==> src/rtl/serial_adder_pkg.sv <==
// Shared types and constants for the bit-serial adder.
// The SERIAL_ADDER_OVF_EN macro (see serial_adder.sv) adds the signed overflow output.
package serial_adder_pkg;

   typedef enum logic [1:0] {
      IDLE  = 2'd0,
      SHIFT = 2'd1,
      DONE  = 2'd2
   } state_t;

   localparam int DEFAULT_WIDTH = 8;

endpackage

==> src/rtl/full_adder_bit.sv <==
// Single-bit full adder built from two half adders and an OR of their carries.
module full_adder_bit (
   input  logic a,
   input  logic b,
   input  logic cin,
   output logic s,
   output logic cout
);

   logic hs1;
   logic hc1;
   logic hc2;

   assign hs1  = a ^ b;
   assign hc1  = a & b;
   assign s    = hs1 ^ cin;
   assign hc2  = hs1 & cin;
   assign cout = hc1 | hc2;

endmodule

==> src/rtl/serial_adder.sv <==
// Bit-serial unsigned adder: one sum bit per clock, LSB first, through a single full-adder cell.
// Define SERIAL_ADDER_OVF_EN to add the signed overflow output.
module serial_adder
   import serial_adder_pkg::*;
#(
   parameter int WIDTH = DEFAULT_WIDTH
) (
   input  logic             clk,
   input  logic             rst_n,
   input  logic             start,
   input  logic [WIDTH-1:0] a,
   input  logic [WIDTH-1:0] b,
   output logic             busy,
   output logic             done,
   output logic [WIDTH-1:0] sum,
   output logic             carry_out,
`ifdef SERIAL_ADDER_OVF_EN
   output logic             overflow,
`endif
   output logic [1:0]       dbg_state
);

   localparam int CW = (WIDTH > 1) ? $clog2(WIDTH) : 1;
   localparam logic [CW-1:0] LAST = CW'(WIDTH - 1);

   // Handshake: start is accepted on any edge where the FSM sits in IDLE or DONE;
   // a/b are sampled only on that edge. done is a one-cycle valid for sum/carry_out.

   state_t           state;
   logic [CW-1:0]    count;
   logic [WIDTH-1:0] sh_a;
   logic [WIDTH-1:0] sh_b;
   logic             carry;
   logic             fa_s;
   logic             fa_cout;

   full_adder_bit u_fa (
      .a    (sh_a[0]),
      .b    (sh_b[0]),
      .cin  (carry),
      .s    (fa_s),
      .cout (fa_cout)
   );

   assign dbg_state = state;

   always_ff @(posedge clk) begin
      if (!rst_n) begin
         state     <= IDLE;
         count     <= '0;
         carry     <= 1'b0;
         sh_a      <= '0;
         sh_b      <= '0;
         busy      <= 1'b0;
         done      <= 1'b0;
         sum       <= '0;
         carry_out <= 1'b0;
`ifdef SERIAL_ADDER_OVF_EN
         overflow  <= 1'b0;
`endif
      end else begin
         case (state)
            IDLE, DONE: begin
               done <= 1'b0;
               if (start) begin
                  sh_a      <= a;
                  sh_b      <= b;
                  carry     <= 1'b0;
                  count     <= '0;
                  carry_out <= 1'b0;
`ifdef SERIAL_ADDER_OVF_EN
                  overflow  <= 1'b0;
`endif
                  busy      <= 1'b1;
                  state     <= SHIFT;
               end else begin
                  state     <= IDLE;
               end
            end
            SHIFT: begin
               sum[count] <= fa_s;
               carry      <= fa_cout;
               sh_a       <= sh_a >> 1;
               sh_b       <= sh_b >> 1;
               if (count == LAST) begin
                  // carry still holds the carry into the MSB here
                  carry_out <= fa_cout;
`ifdef SERIAL_ADDER_OVF_EN
                  overflow  <= carry ^ fa_cout;
`endif
                  busy      <= 1'b0;
                  done      <= 1'b1;
                  state     <= DONE;
               end else begin
                  count     <= count + 1'b1;
               end
            end
            default: begin
               busy  <= 1'b0;
               done  <= 1'b0;
               state <= IDLE;
            end
         endcase
      end
   end

endmodule

==> config.mk <==
export PLATFORM = sky130hd
export DESIGN_NAME = serial_adder
export DESIGN_NICKNAME = d
export VERILOG_FILES = /design/src/rtl/serial_adder_pkg.sv /design/src/rtl/full_adder_bit.sv /design/src/rtl/serial_adder.sv
export SDC_FILE = /design/constraint.sdc
export NUM_CORES = 1
export LEC_CHECK = 0
export ABC_AREA = 1
export CORE_ASPECT_RATIO = 0.8
export CORE_UTILIZATION = 54
export DETAILED_ROUTE_END_ITERATION = 16
export PLACE_DENSITY_LB_ADDON = 0.05
export SYNTH_ARGS = -nofsm -noshare
export SYNTH_HDL_FRONTEND = slang
export SYNTH_SLANG_ARGS = --single-unit
export TNS_END_PERCENT = 10
==> constraint.sdc <==
create_clock -name clk -period 2.7 [get_ports clk]
set_input_delay 0.675 -clock clk [delete_from_list [all_inputs] [get_ports clk]]
set_output_delay 0.675 -clock clk [all_outputs]
set_load 0.01 [all_outputs]
======== After elaboration in Yosys (flattened, before gate mapping) ========
Index checks and enable logic that the tools add are counted.
Widths: inputs -> output; s select.
word-level totals
  register bits after elaboration ......... 33
  input port bits ......................... 19
  memory bits (read-only) ................. 0
  bits in writable memories ............... 0
  memories ................................ 0
  word-level logic and storage cells ...... 52
  latch bits .............................. 0
operators by class
  reductions and logical operators ........ 9
  shift operators ......................... 0
  multiply operators ...................... 0
  mux-type cells .......................... 20
  bitwise gates (word level) .............. 5
  magnitude comparators ................... 2
  equal/unequal tests ..................... 6
  add/sub/neg operators ................... 1
  div/mod/pow operators ................... 0
operators with widths
  operator             number
  $pmux 8 s2           2
  $mux 8               2
  $bwmux 8             1
  $mux 1               6
  $mux 3               2
  $ne 2x2->1 const B   3
  $pmux 1 s2           3
  $pmux 3 s2           1
  $reduce_and 2->1     3
  $reduce_and 3->1     2
  $lt 3x4->1 const B   1
  $pmux 2 s2           1
  $add 3x1->3 const B  1
  $demux 1 s3          1
  $eq 3x3->1 const B   1
  $ge 3x1->1 const B   1
  $and 1x1->1          2
  $eq 2x1->1 const B   1
  $eq 2x2->1 const B   1
  $logic_not 2->1      1
  $mux 2               1
  $reduce_bool 2->1    1
  $reduce_or 2->1      1
  $xor 1x1->1          2
  2 further kinds      2

======== Depth between registers and ports, before layout ========
Gate-level depths: netlist of run 1.
  depth after elaboration ................. 5
  mapped depth ............................ 8
  depth with buffers taken out ............ 7

======== By module ========
Synthesis of run 1 repeated with hierarchy kept, for this count alone.
second synthesis, totals
  cell total of the unflattened synthesis .. 239
  area, all modules ....................... 1582.8 µm²
by module, submodules not included
  module          cells each  instances  area each (µm²)  sequential area each (µm²)
  serial_adder    238         1          1562.7           660.6
  full_adder_bit  1           1          20.0             0.0

======== Least setup slack after synthesis of run 1 ========
Ideal clock, no wire load.
  kind .................................... in2reg
  start ................................... input port start
  end ..................................... register sh_a[0]
  cell stages on the path ................. 5
  arrival ................................. 1271 ps
  slack ................................... 1311 ps
  required time ........................... 2582 ps
  path through ............................ nand2_1 > buf_4 > buf_2 > nor3_1 > nor2_1
between the ends
  word-level cells in the longest chain between the ends .. 2
RTL lines
  element                     line                text
  start: declaration          serial_adder.sv:10  input logic start,
  $ne 2x2->1 (no line)        -
  $reduce_and 2->1 (no line)  -
  end signal: assignment      serial_adder.sv:83  sh_a <= sh_a >> 1;
  end: declaration            serial_adder.sv:31  logic [WIDTH-1:0] sh_a;
Every way passes these cells.
A chain may end at the register's enable or synchronous reset.

======== Worst setup path after layout of run 1 ========
  start ................................... register state[0] (netlist: dbg_state[0])
  end ..................................... output port dbg_state[0]
RTL lines
  element                   line                text
  start: declaration        serial_adder.sv:29  state_t state;
  start signal: assignment  serial_adder.sv:49  state <= IDLE;
  start signal: assignment  serial_adder.sv:75  state <= SHIFT;
  start signal: assignment  serial_adder.sv:77  state <= IDLE;
  end: declaration          serial_adder.sv:20  output logic [1:0] dbg_state
No word-level cell between the ends.

==> results.md, run 1 <==
- dfxtp_1 takes more of the synthesized area than any other cell.
- The maximum number of pins on one net before global-route repair is 22.
- The repair_antennas step left the layout with diodes totalling 0.
- The cell family contributing the most delay on the critical path is buffers and inverters.
- The number of setup buffers added after CTS is 0.
- Of all nets on the critical path, the largest fanout is 4.
- After synthesis, the mean cell area works out to 6.53 um2.
- The initial antenna violation count was 0.
- The proportion of layout cells with a drive suffix above 1 is 6.50%.
- For this design the ratio of total power to cell area is 551 nW/um2.
- The setup skew after layout is 0.00535 ns.
- STA classifies the critical path startpoint as a flip-flop.
- The biggest cell delay along the critical path is roughly 0.57 ns.
- Setup repair after global routing left no endpoint under its margin.
- The combined area of the multi-input logic cells is 714 um2.
- The path category of the worst min-delay check is reg2reg.
- In this run, CTS created clock tree buffers numbering 5.
- The critical path start-end classification is reg2out.
- The count of final hold-check violations came to 0.
- The longest clock path from root to sink contains 2 buffers.
- In this run the standard cell core region covers 2790 um2.
- The area used by sequential logic in the layout is about 660 um2.
- The synthesized net count is 268.
- The number of slew-limit violations in the final report is 0.
- After synthesis, the largest area contributor takes up 41.3% of total cell area.
- The leakage power total is approximately 0.97 nW.
- In this run, synthesis produced a sequential element count of 33.
- The total instance count after detailed placement is 307.
- The final-layout worst hold slack is 0.467 ns.
- The critical hold path startpoint is sh_b[7].
- The actual slew at the worst max-slew pin is 0.696 ns.
- Subtracting the final worst setup slack from the clock period gives 1.93 ns.
- The clock sink count is 33.
- The signal on the critical path passes through clkdlybuf4s50_1.
- For this design the top-level I/O count stands at 32.
- For the worst-skew pair, the clock arrives at the later sink with an insertion delay of between 0.2 and 0.3 ns.
- The number of failing setup endpoints in the final timing report is 0.
- The count of buffers added on input and output ports is 31.
- The global-route wire length before repair is roughly 5.9 mm.
- The number of gates resized after cts is 0.
- The number of global-route vias before repair is 1357.
- The routed wirelength normalized by instance count is 10.9 um.
- For this configuration, the core starts out at a cell density of 57.4%.
- The worst max-slew margin expressed relative to the limit is 53.4%.
- Static timing analysis puts the maximum clock frequency at a little over 500 MHz.
- At the end of routability-driven placement, the weighted congestion stood at 0.846.
- In this run the worst setup path begins at dbg_state[0].
- For this run, design rule violations remaining after detail routing come to 0.
- Across the VDD grid, the largest voltage drop is 428 uV.
- Fill cells in the final layout number 251.
- From left edge to right edge, the die measures 62.9 um.
- The final global-route overflow total is 0.
- The H-tree depth is 2.
- The TritonCTS clock tree is yes.
- The mapped cell area is 1600 um2.
- The clock edge transition at the registers on the reported setup and hold paths is 0.06 ns.
- The leading cell type in the layout, fill and taps excluded is nand2_1.
- The clock tree root driver cell is clkbuf_8.
- The total cell area at the placement stage is 1920 um2.
- The type of element capturing the critical path is an output port.
- The number of warnings reported in the yosys synthesis log is 0.
- The ratio of final minimum period to clock period is 71.4%.
- The number of violations reported at the end of detailed-routing iteration 0 is 98.
- After synthesis, the cell types taking the most area are dfxtp_1 (41%), nand2_1 (14%), inv_1 (9.9%).
- The die covers 3190 um2.
- The non-filler instance count after layout is 315.
- The aggregate global-route resource usage is 24.3%.
- The number of hold buffers added after CTS is 0.
- The portion of the post-synthesis area used by sequential elements is 41.3%.
- The slowest stage of the critical path is the clkdlybuf4s50_1 cell.
- The detailed placement HPWL is about 2.4 mm.
- In the final timing run, aggregate negative setup slack is 0 ns.
- In this run the critical register-to-register path is launched from dbg_state[0].
- From bottom edge to top edge, the die measures 50.7 um.
- The data arrival time of the critical path is 1.25 ns.
- The buffers plus inverters on the worst setup path is 1.
- The critical path required time is between 2 and 2.5 ns.
- With fillers left out, the area of the finished cells amounts to 2000 um2.
- Synthesis handed over a netlist of 245 instances.
- Counting distinct cell types in the post-synthesis netlist gives 19.
- The detailed router placed ~1500 vias in this run.
- The vias per cell is 4.80.
- The run finished with clean final reports.
- At the end of the flow, the number of nets in the layout was 299.
- Across the run, the number of max-cap violations was 0.
- Wires add up to 3.44 mm.
- In the layout the commonest cells are nand2_1 (58), inv_1 (42), nor2_1 (40), dfxtp_1 (33), clkdlybuf4s50_1 (31).
- The length of the first detailed-routing pass in iterations is 4.
- The detail route stage leaves a number of antenna-violating nets equal to 0.
- The floorplan has 17 rows.
- The area growth from synthesis to layout is 25.2%.
==> path summary, 6_finish.rpt <==
| check | slack, ns | endpoint | cells after the start |
|---|---|---|---|
| max | 0.77 | dbg_state[0] | 1 |
| min | 0.47 | sh_b[7] | 2 |
| max reg2reg | 1.21 | sh_a[1] | 7 |
| min reg2reg | 0.47 | sh_b[7] | 2 |
==> registers in the layout (all words and copies together) (netlist names) <==
register,flops
carry_out,1
busy,1
sh_a,8
carry,1
done,1
sh_b,8
count,3
sum,8
dbg_state,2
==> per-layer routing <==
metal,track usage (%),vias to the layer above,share of wire [%]
li1,-,807,-
met5,0,-,0
met4,9.30,0,0.55
met2,37.8,40,44
met3,5.45,2,4.9
met1,32.7,663,51
==> cell type report <==
cell class / instances / share of cell area [%]
Inverter: 46 / 8.62
Clock buffer: 6 / 3.62
Timing Repair Buffer: 33 / 16.2
Multi-Input combinational cell: 157 / 35.7
Clock inverter: 2 / 0.500
Sequential cell: 33 / 33.0
Tap cell: 38 / 2.37
==> metrics by stage <==
step                utilization [%]  total power [mW]  worst slack (ns)
detailed placement             68.9             0.760             0.570
finish                         71.9              1.10             0.773
global placement               68.9             0.756             0.603
floorplan                         -             0.693              1.31
CTS                            71.9              1.11             0.756
global route                   71.9              1.16             0.703
==> cell families after synthesis <==
family | synth area share (%)
simple gates | 33.0
buf+inv | 14.1
flops | 41.3
compound gates | 8.05
fa+ha+maj | 3.60
==> power breakdown <==
group          internal, mW  switching (mW)  total (mW)
sequential            0.522          0.0206       0.543
clock                 0.178           0.173       0.351
combinational        0.0856           0.124       0.210
total                 0.786           0.318        1.10
==> synth_stat cells <==
library cell	number
a21oi_1	10
a21oi_2	1
buf_2	6
buf_4	1
buf_6	1
clkbuf_1	1
dfxtp_1	33
fa_1	1
ha_1	3
inv_1	42
inv_2	4
nand2_1	58
nand2_2	2
nand3_1	11
nor2_1	40
nor2_2	1
nor2_4	1
nor3_1	15
o21ai_0	14
==> tightest hold or removal path: cells and delay by family (launching register included) <==
family          cells  cell delay [ns]
flops               1             0.31
simple gates        1             0.06
compound gates      1             0.05
Power figures use the tool's default switching activity.
==> run 2: changes to the inputs <==
CORE_UTILIZATION = 50   (was 54)
clock period = 2 ns   (was 2.7 ns; I/O delays follow)
==> results.md, run 2 (synthesis results as in run 1) <==
- Setup repair after global routing missed its margin: false (unchanged).
- The highest achievable clock rate is 559 MHz.
- The setup skew after layout came to 0.00526 ns (was 0.00535 ns).
- The clock edge transition at the registers on the reported setup and hold paths is 0.06 ns (about the same).
- The post-route worst setup slack is 0.212 ns (was 0.773 ns).
- The number of hold buffers added after CTS is 0 (unchanged).
- The length of the first detailed-routing pass in iterations came to 4 (unchanged).
- The post-CTS setup buffer count is 0 (unchanged).
- The proportion of layout cells with a drive suffix above 1 came to 6.50% (unchanged).
- Of the available clock period, the critical path in the final layout requires 89.4%.
- The critical path start-end classification is reg2out (unchanged).
- The number of gates resized after cts came to 0 (unchanged).
- The minimum clock period after layout is ~1.8 ns.
- The buffers plus inverters on the worst setup path was 1 (unchanged).
- The area of the die came to 3430 um2 (was 3190 um2).
- The floorplan row count is 17 (unchanged).
- The biggest cell delay along the critical path is 0.58 ns (was 0.57 ns).
- The pre-CTS setup slack is 0.207 ns (was 0.570 ns).
- The routed wirelength normalized by instance count came to 10.8 um (was 10.9 um).
- The number of failing setup endpoints in the final timing report is 0 (unchanged).
- The data arrival time of the critical path is 1.29 ns (was 1.25 ns).
- Largest registers: sh_a: 8 flops, sh_b: 8 flops, sum: 8 flops (unchanged).
- The post-route antenna net violation count was 0 (unchanged).
- The floorplan die width is 65.3 um (was 62.9 um).
- The count of vias placed by the detailed router was 1468 (was 1512).
- The count of final hold-check violations is 0 (unchanged).
- The leakage power total came to 0.975 nW (was 0.966 nW).
- The post-synthesis to final-layout area growth is 26.7% (was 25.2%).
- The number of remaining DRC errors is 0 (unchanged).
- The peak supply drop came to 541 uV (was 428 uV).
- The number of inserted diodes was 0 (unchanged).
- Commonest cells after routing, fill and taps aside: nand2_1 (58), inv_1 (42), nor2_1 (40), dfxtp_1 (33), clkdlybuf4s50_1 (31) (unchanged).
- The type of element capturing the critical path is an output port (unchanged).
- The clock sink count is 33 (unchanged).
- The initial core utilization is 55.3% (was 57.4%).
- The placer's final routability congestion estimate is 0.869 (was 0.846).
- The vias per cell is 4.66 (was 4.80).
- The final global-route overflow total is 0 (unchanged).
- The number of CTS-inserted buffers was 5 (unchanged).
- The H-tree depth came to 2 (unchanged).
- Critical path, cell by cell: clkdlybuf4s50_1 (unchanged).
- The overall routed net length is 3.39 mm (was 3.44 mm).
- The critical path required time is 1.50 ns (was 2.03 ns).
- The number of global-route vias before repair came to 1306 (was 1357).
- The power per standard cell area was 746 nW/um2 (was 551 nW/um2).
- The largest fanout of any net on the critical path is 3 (was 4).
- The insertion delay to the later sink of the worst-skew pair is 0.28 ns (about the same).
- The path category of the worst min-delay check is reg2reg (unchanged).
- The layout net count is 300 (was 299).
- The core outline area came to 2890 um2 (was 2790 um2).
- Status: finished, final reports clean (unchanged).
- The TritonCTS clock tree is yes (unchanged).
- The number of slew-limit violations in the final report is 0 (unchanged).
- The leading cell type in the layout, fill and taps excluded is nand2_1 (unchanged).
- The maximum number of buffers from clock root to sink came to 2 (unchanged).
- The die height is 52.6 um (was 50.7 um).
- The global-route wire length before repair is 5.90 mm (unchanged).
- The maximum number of pins on one net before global-route repair was 29 (was 22).
- The initial antenna violation count was 0 (unchanged).
- The detailed placement HPWL is 2.42 mm (was 2.38 mm).
- The startpoint kind of the worst setup timing path is a flip-flop (unchanged).
- The number of I/O port buffers is 31 (unchanged).
- The kind of cell with the highest combined delay on the critical path is buffers and inverters (unchanged).
- The number of violations reported at the end of detailed-routing iteration 0 is 99 (was 98).
- The worst max-slew margin expressed relative to the limit is 68.4% (was 53.4%).
- The count of pins on the block boundary is 32 (unchanged).
- The actual slew at the worst max-slew pin is 0.472 ns (was 0.696 ns).
- The number of maximum-capacitance violations was 0 (unchanged).
- The clock tree root driver cell is clkbuf_8 (unchanged).
- The highest-delay cell along the critical path is clkdlybuf4s50_1 (unchanged).
- The aggregate global-route resource usage was 23.5% (was 24.3%).
- The final total negative setup slack is 0 ns (unchanged).
==> run 2: cell types whose count changed in the layout (fill, tap and decap cells not counted) <==
| cell | change |
|---|---|
| clkbuf_8 | +1 |
| buf_12 | +1 |
| clkinv_2 | -2 |
==> run 2: where the power goes <==
group          switching, mW  internal (mW)
Combinational          0.168          0.120
Clock                  0.219          0.272
Sequential            0.0270          0.705
Total                  0.414           1.10
==> run 2: area by class of cell <==
cell class	count	area, um2
tap	38	47.5
sequential	33	661
fill	261	866
multi-input combinational	157	714
timing repair buffer	34	345
clock buffer	7	86.3
inverter	46	173
==> run 2: final timing paths <==
kind / startpoint / to / slack, ns / cells after the start
max: dbg_state[1] / dbg_state[1] / 0.21 / 1
min reg2reg: sh_a[7] / sh_a[7] / 0.47 / 2
max reg2reg: carry / sum[0] / 0.54 / 5
min: sh_a[7] / sh_a[7] / 0.47 / 2
==> run 2: tightest hold or removal path, delay by kind of cell, from the launching register on <==
kind	cells	cell delay, ns
AND/OR/NAND/NOR	1	0.06
flip-flops	1	0.31
AO/OA/AOI/OAI	1	0.05
==> run 2: metrics by stage <==
| stage | std cells | utilization (%) | instance area (um2) | power (mW) | hold WS (ns) |
|---|---|---|---|---|---|
| after floorplan | 245 | - | 1600 | 0.935 | 0.436 |
| after global placement | 308 | 67.1 | 1940 | 1.03 | 0.448 |
| after detailed placement | 308 | 67.1 | 1940 | 1.03 | 0.454 |
| after CTS | 315 | 70.1 | 2030 | 1.53 | 0.463 |
| after global routing | 315 | 70.1 | 2030 | 1.59 | 0.487 |
| final | 315 | 70.1 | 2030 | 1.51 | 0.465 |
==> run 2: routing by layer <==
layer / up-vias / global-route usage (%) / share of wire, % / routed length (um)
met2: 39 / 35.2 / 40 / 1360
met1: 619 / 31.6 / 52 / 1760
met4: 0 / 10.5 / 1.3 / 44
met3: 5 / 6.09 / 6.5 / 220
li1: 805 / - / - / -
met5: - / 0 / 0 / 0
==> run 3: changes to the inputs <==
PLACE_DENSITY = 0.78   (was unset)
PLACE_DENSITY_LB_ADDON = unset   (was 0.05)
==> results.md, run 3 (synthesis results as in run 1) <==
- Status: finished, final reports clean (unchanged).
- The length of the first detailed-routing pass in iterations is 4 (unchanged).
- The count of pins on the block boundary is 32 (unchanged).
- The number of failing setup endpoints in the final timing report is 0 (unchanged).
- Setup repair after global routing missed its margin: false (unchanged).
- The leading cell type in the layout, fill and taps excluded is nand2_1 (unchanged).
- The power per standard cell area came to 751 nW/um2 (was 746 nW/um2).
- The clock edge transition at the registers on the reported setup and hold paths is 0.06 ns (about the same).
- The initial core utilization is 55.3% (unchanged).
- The type of element capturing the critical path is an output port (unchanged).
- The TritonCTS clock tree is yes (unchanged).
- The pre-CTS setup slack is 0.282 ns (was 0.207 ns).
- The post-synthesis to final-layout area growth is 27.1% (was 26.7%).
- The layout net count is 301 (was 300).
- The biggest cell delay along the critical path is 0.57 ns (was 0.58 ns).
- The number of CTS-inserted buffers is 5 (unchanged).
- The H-tree depth is 2 (unchanged).
- The data arrival time of the critical path is 1.26 ns (was 1.29 ns).
- The number of maximum-capacitance violations is 0 (unchanged).
- The overall routed net length is 3.44 mm (was 3.39 mm).
- The aggregate global-route resource usage is 23.5% (about the same).
- The total cell area at the placement stage is 1950 um2 (was 1940 um2).
- The setup skew after layout is 0.00308 ns (was 0.00526 ns).
- The number of hold buffers added after CTS is 0 (unchanged).
- The final total negative setup slack is 0 ns (unchanged).
- The number of violations reported at the end of detailed-routing iteration 0 was 115 (was 99).
- The number of gates resized after cts is 0 (unchanged).
- The number of remaining DRC errors is 0 (unchanged).
- The final core area utilization is 70.3% (was 70.1%).
- The floorplan row count is 17 (unchanged).
- The post-route worst setup slack is 0.241 ns (was 0.212 ns).
- The final global-route overflow total is 0 (unchanged).
- The routed wirelength normalized by instance count is 10.9 um (was 10.8 um).
- The post-route antenna net violation count is 0 (unchanged).
- The number of I/O port buffers is 31 (unchanged).
- The clock tree root driver cell is clkbuf_8 (unchanged).
- The die height came to 52.6 um (unchanged).
- The buffers plus inverters on the worst setup path is 1 (unchanged).
- The ratio of final minimum period to clock period came to 88.0% (was 89.4%).
- The number of slew-limit violations in the final report came to 0 (unchanged).
- The kind of cell with the highest combined delay on the critical path is buffers and inverters (unchanged).
- The final-layout worst hold slack is 0.461 ns (was 0.465 ns).
- The post-CTS setup buffer count is 0 (unchanged).
- Largest registers: sh_a: 8 flops, sh_b: 8 flops, sum: 8 flops (unchanged).
- The path category of the worst min-delay check is reg2reg (unchanged).
- The count of vias placed by the detailed router came to 1498 (was 1468).
- The area of the die is 3430 um2 (unchanged).
- The number of inserted filler cells in the final layout is 262 (was 261).
- The highest achievable clock rate came to 568 MHz (was 559 MHz).
- The maximum number of pins on one net before global-route repair came to 29 (unchanged).
- The leakage power total is 0.980 nW (was 0.975 nW).
- The final cell area excluding filler cells is 2030 um2 (about the same).
- The critical path required time is 1.50 ns (about the same).
- The peak supply drop is 552 uV (was 541 uV).
- The count of final hold-check violations is 0 (unchanged).
- The number of inserted diodes is 0 (unchanged).
- The clock sink count is 33 (unchanged).
- The insertion delay to the later sink of the worst-skew pair is 0.28 ns (about the same).
- The worst max-slew margin expressed relative to the limit is 69.9% (was 68.4%).
- The vias per cell is 4.74 (was 4.66).
- The minimum clock period after layout is 1.76 ns (was 1.79 ns).
- Critical path, cell by cell: clkdlybuf4s50_1 (unchanged).
- The floorplan die width is 65.3 um (unchanged).
- The core outline area is 2890 um2 (unchanged).
- The placer's final routability congestion estimate is 0.828 (was 0.869).
- The number of global-route vias before repair is 1287 (was 1306).
- The detailed placement HPWL is 2.35 mm (was 2.42 mm).
- The highest-delay cell along the critical path is clkdlybuf4s50_1 (unchanged).
- The maximum number of buffers from clock root to sink is 2 (unchanged).
- Commonest cells after routing, fill and taps aside: nand2_1 (58), inv_1 (42), nor2_1 (40), dfxtp_1 (33), clkdlybuf4s50_1 (31) (unchanged).
- The startpoint kind of the worst setup timing path is a flip-flop (unchanged).
- The global-route wire length before repair is 5.75 mm (was 5.90 mm).
- The proportion of layout cells with a drive suffix above 1 is 6.83% (was 6.50%).
- The actual slew at the worst max-slew pin is 0.451 ns (was 0.472 ns).
- The largest fanout of any net on the critical path is 3 (unchanged).
- The initial antenna violation count is 0 (unchanged).
- The critical path start-end classification is reg2out (unchanged).
-- run 3: worst paths after layout --
kind                                    from      endpoint  slack [ns]  cells after the start
worst max-delay path            dbg_state[1]  dbg_state[1]        0.24                      1
worst max register to register  dbg_state[1]       sh_b[1]        0.55                      7
worst min register to register       sh_a[7]       sh_a[7]        0.46                      2
worst min-delay path                 sh_a[7]       sh_a[7]        0.46                      2
-- run 3: cell type report --
| class | instances | area (um2) | area share (%) |
|---|---|---|---|
| inverters | 46 | 173 | 8.49 |
| clock buffers | 7 | 86.3 | 4.24 |
| repair buffers | 35 | 353 | 17.3 |
| well taps | 38 | 47.5 | 2.34 |
| flip-flops and latches | 33 | 661 | 32.5 |
| multi-input cells | 157 | 714 | 35.1 |
-- run 3: through the flow --
step                std cells  power [mW]
floorplan                 245       0.935
global placement          309        1.03
detailed placement        309        1.03
CTS                       316        1.53
global route              316        1.61
finish                    316        1.53
-- run 3: layer usage --
metal / vias to the layer above / GRT usage, % / part of all wire, %
li1: 802 / - / -
met1: 656 / 31.2 / 53
met2: 36 / 33.3 / 40
met3: 4 / 9.35 / 5.8
met4: 0 / 9.78 / 0.99
met5: - / 0 / 0
-- run 3: where the power goes --
group | internal [mW] | total [mW] | leakage (nW) | switching (mW)
registers | 0.705 | 0.733 | 0.271 | 0.0273
clock network | 0.273 | 0.504 | 0.0443 | 0.231
logic | 0.122 | 0.291 | 0.664 | 0.169
total | 1.10 | 1.53 | 0.980 | 0.427
